## src/rtl/gray_decode_arbiter_if.sv

```systemverilog
// rtl/gray_decode_arbiter_if.sv - requester/consumer bus bundle for the shared Gray decoder
interface gray_decode_arbiter_if #(
    parameter int WIDTH   = 4,
    parameter int NUM_REQ = 4,
    parameter int ID_W    = 2,
    parameter int CNT_W   = 16
) ();
    logic [NUM_REQ-1:0]       req_valid;
    logic [NUM_REQ*WIDTH-1:0] req_gray;
    logic [NUM_REQ-1:0]       req_ready;
    logic                     out_valid;
    logic [WIDTH-1:0]         out_binary;
    logic [ID_W-1:0]          out_id;
    logic                     out_ready;
    logic [CNT_W-1:0]         conv_count;
    logic                     busy;

    modport master (
        output req_valid, req_gray, out_ready,
        input  req_ready, out_valid, out_binary, out_id, conv_count, busy
    );

    modport slave (
        input  req_valid, req_gray, out_ready,
        output req_ready, out_valid, out_binary, out_id, conv_count, busy
    );
endinterface

```

## src/rtl/gray_decode_arbiter.sv

```systemverilog
// rtl/gray_decode_arbiter.sv - round-robin shared Gray-to-binary converter with one registered output
module gray_decode_arbiter #(
    parameter int WIDTH   = 4,
    parameter int NUM_REQ = 4,
    parameter int ID_W    = 2,
    parameter int CNT_W   = 16
) (
    input  logic                   clk,
    input  logic                   rst,
    gray_decode_arbiter_if.slave   bus
);
    localparam logic [0:0] EMPTY = 1'b0;
    localparam logic [0:0] FULL  = 1'b1;

    logic [0:0]       state;
    logic [ID_W-1:0]  ptr;
    logic [ID_W-1:0]  grant_idx;
    logic [ID_W-1:0]  idx;
    logic             grant_found;
    logic             can_accept;
    logic [WIDTH-1:0] gray_sel;
    logic [WIDTH-1:0] bin_sel;
    logic             acc;
    logic [WIDTH-1:0] out_binary_r;
    logic [ID_W-1:0]  out_id_r;
    logic [CNT_W-1:0] count_r;

    // A full register may be drained and refilled in the same cycle.
    assign can_accept = (state == EMPTY) || bus.out_ready;

    always_comb begin
        grant_found = 1'b0;
        grant_idx   = '0;
        gray_sel    = '0;
        idx         = '0;
        for (int k = 0; k < NUM_REQ; k++) begin
            idx = ptr + ID_W'(k);
            if (!grant_found && can_accept && !rst && bus.req_valid[idx]) begin
                grant_found = 1'b1;
                grant_idx   = idx;
                gray_sel    = bus.req_gray[int'(idx)*WIDTH +: WIDTH];
            end
        end
    end

    always_comb begin
        bus.req_ready = '0;
        if (grant_found) begin
            bus.req_ready[grant_idx] = 1'b1;
        end
    end

    // Binary bit k is the XOR of all Gray bits at or above k.
    always_comb begin
        bin_sel = '0;
        acc     = gray_sel[WIDTH-1];
        bin_sel[WIDTH-1] = acc;
        for (int k = WIDTH - 2; k >= 0; k--) begin
            acc        = acc ^ gray_sel[k];
            bin_sel[k] = acc;
        end
    end

    always_ff @(posedge clk) begin
        if (rst) begin
            state        <= EMPTY;
            out_binary_r <= '0;
            out_id_r     <= '0;
            ptr          <= '0;
            count_r      <= '0;
        end else if (grant_found) begin
            state        <= FULL;
            out_binary_r <= bin_sel;
            out_id_r     <= grant_idx;
            ptr          <= grant_idx + ID_W'(1);
            count_r      <= count_r + CNT_W'(1);
        end else if (state == FULL && bus.out_ready) begin
            state <= EMPTY;
        end
    end

    assign bus.out_valid  = (state == FULL);
    assign bus.busy       = (state == FULL);
    assign bus.out_binary = out_binary_r;
    assign bus.out_id     = out_id_r;
    assign bus.conv_count = count_r;
endmodule

```

## src/flat_wrapper.sv

```systemverilog
// flat-port wrapper written by rule: the top's interface ports become plain ports
module gray_decode_arbiter_flat 
#(
    parameter int WIDTH   = 4,
    parameter int NUM_REQ = 4,
    parameter int ID_W    = 2,
    parameter int CNT_W   = 16
)
  (clk, rst, bus_req_valid, bus_req_gray, bus_out_ready, bus_req_ready, bus_out_valid, bus_out_binary, bus_out_id, bus_conv_count, bus_busy);
  gray_decode_arbiter_if #(.WIDTH(WIDTH), .NUM_REQ(NUM_REQ), .ID_W(ID_W), .CNT_W(CNT_W)) bus_i ();
  input  logic clk;
  input  logic rst;
  input wire logic [$bits(bus_i.req_valid)-1:0] bus_req_valid;
  input wire logic [$bits(bus_i.req_gray)-1:0] bus_req_gray;
  input wire logic [$bits(bus_i.out_ready)-1:0] bus_out_ready;
  output wire logic [$bits(bus_i.req_ready)-1:0] bus_req_ready;
  output wire logic [$bits(bus_i.out_valid)-1:0] bus_out_valid;
  output wire logic [$bits(bus_i.out_binary)-1:0] bus_out_binary;
  output wire logic [$bits(bus_i.out_id)-1:0] bus_out_id;
  output wire logic [$bits(bus_i.conv_count)-1:0] bus_conv_count;
  output wire logic [$bits(bus_i.busy)-1:0] bus_busy;
  assign bus_i.req_valid = bus_req_valid;
  assign bus_i.req_gray = bus_req_gray;
  assign bus_i.out_ready = bus_out_ready;
  assign bus_req_ready = bus_i.req_ready;
  assign bus_out_valid = bus_i.out_valid;
  assign bus_out_binary = bus_i.out_binary;
  assign bus_out_id = bus_i.out_id;
  assign bus_conv_count = bus_i.conv_count;
  assign bus_busy = bus_i.busy;
  gray_decode_arbiter #(.WIDTH(WIDTH), .NUM_REQ(NUM_REQ), .ID_W(ID_W), .CNT_W(CNT_W)) u_core (.clk(clk), .rst(rst), .bus(bus_i));
endmodule
```

## config.mk

```make
export PLATFORM = sky130hd
export DESIGN_NAME = gray_decode_arbiter_flat
export DESIGN_NICKNAME = d
export VERILOG_FILES = /design/src/rtl/gray_decode_arbiter_if.sv /design/src/rtl/gray_decode_arbiter.sv /design/src/flat_wrapper.sv
export SDC_FILE = /design/constraint.sdc
export NUM_CORES = 1
export LEC_CHECK = 0
export CAP_MARGIN = 20
export CORE_MARGIN = 2
export CORE_UTILIZATION = 25
export CTS_BUF_LIST = sky130_fd_sc_hd__clkbuf_16
export DETAILED_ROUTE_END_ITERATION = 16
export PLACE_DENSITY_LB_ADDON = 0.12
export SYNTH_ARGS = -nofsm -noshare
export SYNTH_HDL_FRONTEND = slang
export SYNTH_SLANG_ARGS = --single-unit
export TNS_END_PERCENT = 5
```

## constraint.sdc

```tcl
create_clock -name clk -period 6.95 [get_ports clk]
set_input_delay 1.7375 -clock clk [delete_from_list [all_inputs] [get_ports clk]]
set_output_delay 1.7375 -clock clk [all_outputs]
set_load 0.05 [all_outputs]
```

Yosys cells after proc, flatten, opt, wreduce, memory -nomap -nowiden
Index checks and enable logic that the tools add are counted.
{"block": "totals", "regBits": 25, "inputBits": 23, "output_inout_bits": 28, "elab_cells": 68}
{"block": "classes", "n_addsub": 5, "magnitude_cmp": 6, "n_shift": 4, "n_mux": 25, "n_bitwise": 4, "reduce_logical": 19}
{"op": "$shiftx A16 B5 Y4", "count": 4}
{"op": "$mux W4", "count": 5}
{"op": "$add A16 B1 Y16 const B", "count": 1}
{"op": "$lt A2 B3 Y1 const B", "count": 5}
{"op": "$logic_and A1 B1 Y1", "count": 13}
{"op": "$mux W1", "count": 11}
{"op": "$bmux W1 S2", "count": 4}
{"op": "$mux W2", "count": 4}
{"op": "$add A2 B1 Y2 const B", "count": 2}
{"op": "$add A2 B2 Y2 const B", "count": 2}
{"op": "$logic_not A1 Y1", "count": 4}
{"op": "$xor A1 B1 Y1", "count": 3}
{"op": "$demux W1 S2", "count": 1}
{"op": "$ge A2 B1 Y1 const B", "count": 1}
{"op": "$reduce_bool A2 Y1", "count": 1}
{"op": "$logic_or A1 B1 Y1", "count": 1}
{"op": "$not A1 Y1", "count": 1}

Depth between registers and ports, before layout
{"block": "depth", "ltp_word": 25, "depth_mapped": 11, "mapped_depth_nobuf": 8}

Worst setup path after synthesis
Ideal clock, no wire load.
{"block": "synth_timing", "path_kind": "input -> output", "start": "input port bus_req_valid[3]", "end": "output port bus_req_ready[3]", "t_arrival_ps": 3485, "required_ps": 5213, "path_slack_ps": 1727, "stages": 6, "path_buffers": 0, "path_cell_list": "or4bb_2 -> nand4_2 -> o21ai_0 -> o31ai_1 -> nand2_1 -> nor2_1"}
{"block": "synth_between", "elab_chain_len": 24, "elab_cells_between_ends": 35, "cone_classes": "2 x order compare; 19 x mux; 14 x reduce/logical"}
{"item": "start, declared", "line_no": "flat_wrapper.sv:13", "rtl": "input wire logic [$bits(bus_i.req_valid)-1:0] bus_req_valid;"}
{"item": "$bmux W1 S2", "line_no": "gray_decode_arbiter.sv:38", "rtl": "if (!grant_found && can_accept && !rst && bus.req_valid[idx]) begin"}
{"item": "$mux W1 (implied by the code)", "line_no": "gray_decode_arbiter.sv:38"}
{"item": "$logic_and A1 B1 Y1", "line_no": "gray_decode_arbiter.sv:38"}
{"item": "$mux W1", "line_no": "gray_decode_arbiter.sv:38"}
{"item": "$logic_not A1 Y1", "line_no": "gray_decode_arbiter.sv:38"}
{"item": "$logic_and A1 B1 Y1 (3 in series)", "line_no": "gray_decode_arbiter.sv:38"}
{"item": "$mux W1", "line_no": "gray_decode_arbiter.sv:38"}
{"item": "$logic_not A1 Y1", "line_no": "gray_decode_arbiter.sv:38"}
{"item": "[4 not listed]"}
{"item": "$logic_not A1 Y1", "line_no": "gray_decode_arbiter.sv:38"}
{"item": "$logic_and A1 B1 Y1 (3 in series)", "line_no": "gray_decode_arbiter.sv:38"}
{"item": "$mux W2", "line_no": "gray_decode_arbiter.sv:38"}
{"item": "$lt A2 B3 Y1 (implied by the code) / $ge A2 B1 Y1 (equally long branches)", "line_no": "gray_decode_arbiter.sv:49", "rtl": "bus.req_ready[grant_idx] = 1'b1;"}
{"item": "$logic_and A1 B1 Y1 (implied by the code)", "line_no": "gray_decode_arbiter.sv:49"}
{"item": "$mux W1 (implied by the code)", "line_no": "gray_decode_arbiter.sv:49"}
{"item": "$demux W1 S2"}
{"item": "$mux W4 (*)", "line_no": "gray_decode_arbiter.sv:48", "rtl": "if (grant_found) begin"}
{"item": "end, declared", "line_no": "flat_wrapper.sv:16", "rtl": "output wire logic [$bits(bus_i.req_ready)-1:0] bus_req_ready;"}
Every way passes the cells marked *; elsewhere a longest branch is shown, timed or not. The select of a mux whose other input is x is not followed.

Worst setup path after layout
{"block": "layout_timing", "start": "input port bus_req_valid[0]", "end": "output port bus_req_ready[3]"}
The elaborated chain is that of the path after synthesis.

==> results.md <==
* Outcome: finished clean
* Final Core Density at 0.330
* Global route overflow at 0
* Library cells used by synthesis at 70
* Static Leakage at 0.929 nW
* Routability cong. at 0.729
* DIE HEIGHT at 94.7 um
* Cts hold-fix bufs at 0
* Latest clock arrival within the worst-skew pair at 0.26 ns
* Clock skew at 0.00427 ns
* Htree depth at 1
* Final #Nets at 299
* Avg Cell Area, Syn at 8.98 um^2
* Total Routing Usage GR at 0.120
* Syn Inst Count at 229
* Die ar. at 8970 um^2
* I/O Buffers at 50
* CP Launch Type: input port
* Min Hold Slack at 0.460 ns
* Post CTS Setup Buffer Count at 0
* Routed WL per cell at 14.2 um
* Layout area overhead at 29.8%
* DRT iter0 DRCs at 71
* Die X at 94.7 um
* Placed cell count at 375
* DRC errors left at 0
* RSZ-0062 raised after global routing: false
* Synth Net Count at 253
* Initial core utilization at 0.254
* Sw Share at 0.346
* Worst-Margin Slew at 0.725 ns
* Crit end category: output port
* Pre-Repair DR Iteration Count at 4
* Worst reg2reg setup slack at 3.89 ns
* Setup ws final at 0.532 ns
* Synth Register Bits at 25
* Routed wire length at 5400 um
* Part of the power in the clock network at 0.283
* CTS Buffer Depth at 2
* Min Clock Period, post-route at 6.42 ns
* WP data required at 5.21 ns
* PostCTS Resize Cnt at 0
* Most Frequent Cell on Critical Path: clkdlybuf4s50_1
* Hold Path Origin: u_core.bus.out_id[0]$_SDFFE_PP0P_
* Setup_tns at 0 ns
* Top_reg_cell synth: dfxtp_1
* Crit Path Max Fanout at 10
* Crit-path leading delay family: buffers and inverters
* CP Cell Sequence: clkdlybuf4s50_1 > buf_4 > mux4_2 > o31ai_1 > nand2_1 > nor2_1 > clkdlybuf4s50_1
* Dpl ws at 0.596 ns
* First-pass GRT wire length at 8610 um
* CTS Root Cell: clkbuf_16
* Hold Crit Depth at 2
* Synth Warn # at 0
* CTS tree: done
* N_diodes at 0
* Final Hold Fails at 0
* Final ANT Viol Nets at 0
* Seq/Total Area, Yosys at 0.243
* WP buf/inv at 3
* Cell Area, Synth at 2060 um^2
* CP max stage delay at 0.81 ns
* Final Cycle Share at 0.923
* Number of vias per cell at 4.91
* Crit Reg-Reg Endpoint: u_core.bus.out_binary[1]$_SDFFE_PP0P_
* Hold Crit Class: reg -> reg
* Vias in the first global route at 1762
* Comb power frac at 0.373
* Reg power frac at 0.344
* Slew Viols, Final at 0
* Hpwl dp at 3980 um
* R2R depth at 8
* Async set or reset register ratio after synthesis at 0
* Via count at 1859
* Number of max-cap violations at 0
* CP Class: in -> out
* Switching pwr at 160 uW
* Setup violations, final at 0
* Initial antenna violation count at 0
* Worst Hold Path EP: u_core.bus.out_id[0]$_SDFFE_PP0P_
* Internal at 303 uW
* CTS Sinks at 25
* Pwr Density at 173 nW/um^2
* Largest net degree at the start of global routing at 30
* Layout cell share with drive strength beyond 1 at 0.161
* Core Region at 8090 um^2
* Reg clk slew, reported paths at 0.07 ns
* Cts bufs inserted at 3
* FF-to-FF Start: u_core.ptr[0]$_SDFFE_PP0P_
* Highest Clock Rate at 156 MHz
* Crit path DAT at 4.68 ns
* Max rail drop VDD at 0.0784 mV
* Final std cells w/o fill at 379
* Ports at 51
* Normalized max-slew margin at 0.516
* Row Count at 33
* Number of enable flip-flop cells after synthesis at 0
* Worst path slowest cell: clkdlybuf4s50_1
power by group through the flow:
stage / logic [mW] / registers [mW] / clock network, mW
2_1_floorplan: 0.108 / 0.182 / 0
3_3_place_gp: 0.173 / 0.163 / 0
3_5_place_dp: 0.172 / 0.163 / 0
4_1_cts: 0.174 / 0.159 / 0.136
5_1_grt: 0.187 / 0.161 / 0.141
6_report: 0.173 / 0.159 / 0.131
how the worst max path moves through the flow:
stage	from	end	slack [ns]	cells after the start
after detailed placement	bus_req_valid[0]	bus_req_ready[3]	0.60	7
after CTS	bus_req_valid[0]	bus_req_ready[3]	0.55	7
after global placement	bus_req_valid[0]	bus_req_ready[3]	0.56	7
after floorplan	bus_req_valid[3]	bus_req_ready[3]	1.73	6
after global routing	bus_req_valid[0]	bus_req_ready[3]	0.38	7
final	bus_req_valid[0]	bus_req_ready[3]	0.53	7
layer usage:
layer / vias to the layer above / global-route usage / part of all wire
met5: - / 0 / 0
met4: 0 / 0.0254 / 0.0059
met3: 2 / 0.0168 / 0.044
met2: 40 / 0.184 / 0.43
met1: 881 / 0.177 / 0.52
li1: 936 / - / -
cell type report:
type	instances	area, um^2
Sequential cell	25	500
Tap cell	105	131
Timing Repair Buffer	57	551
Fill cell	877	5420
Clock buffer	3	75.1
Multi-Input combinational cell	185	1390
Clock inverter	1	7.51
Inverter	3	11.3
registers in the layout, indices dropped and copies added, names as in the netlist:
| register | cells |
|---|---|
| u_core.bus.busy | 1 |
| u_core.ptr | 2 |
| u_core.bus.out_binary | 4 |
| u_core.bus.conv_count | 16 |
| u_core.bus.out_id | 2 |
logic make-up after synthesis:
logic type	Yosys count	synth area share
compound gates	46	0.180
xor+xnor	15	0.0639
fa+ha+maj	1	0.00608
buf+inv	19	0.0791
flops	25	0.243
mux	17	0.120
simple gates	106	0.307
placed cells by master, fill, tap and decap left out, types with 5 or more instances in the layout:
cell type        Yosys  layout
o21ai_0              7       7
nand2_1             17      17
mux2_2               6       6
buf_4                3       8
dfxtp_1             25      25
nor2_1              29      29
nand3_1              8       8
xor2_1              11      11
nor3_1               6       6
nand4_1              5       5
clkdlybuf4s50_1      0      49
a21oi_1             10      10
mux2i_1              5       5
metrics by stage:
step	power (mW)	area, um^2
after floorplan	0.290	2060
after global placement	0.336	2590
after detailed placement	0.335	2590
after CTS	0.469	2670
after global routing	0.488	2670
final	0.463	2670
cell usage after synthesis, types with 4 or more instances:
cell,instances,area share
nor3_1,6,0.015
xnor2_1,4,0.017
nand2b_1,4,0.012
dfxtp_1,25,0.24
xor2_1,11,0.047
nand3_1,8,0.019
nor2_1,29,0.053
mux2i_1,5,0.024
clkbuf_8,4,0.027
a21oi_1,10,0.024
and3_1,4,0.012
nand2_1,17,0.031
mux2_2,6,0.033
mux4_2,4,0.044
clkbuf_1,4,0.0073
o21ai_0,7,0.017
or3b_1,4,0.017
nand4_1,5,0.015
worst register-to-register path: stages (launching register included):
cell and delay [ns]:
dfxtp_1 0.79, buf_4 0.38, mux4_2 0.55, a211o_1 0.35, nor3b_2 0.18, nor3b_2 0.28, o21a_1 0.21, o21ai_1 0.07
nor2b_1 0.13
No activity file was read; power rests on OpenSTA's default activity.
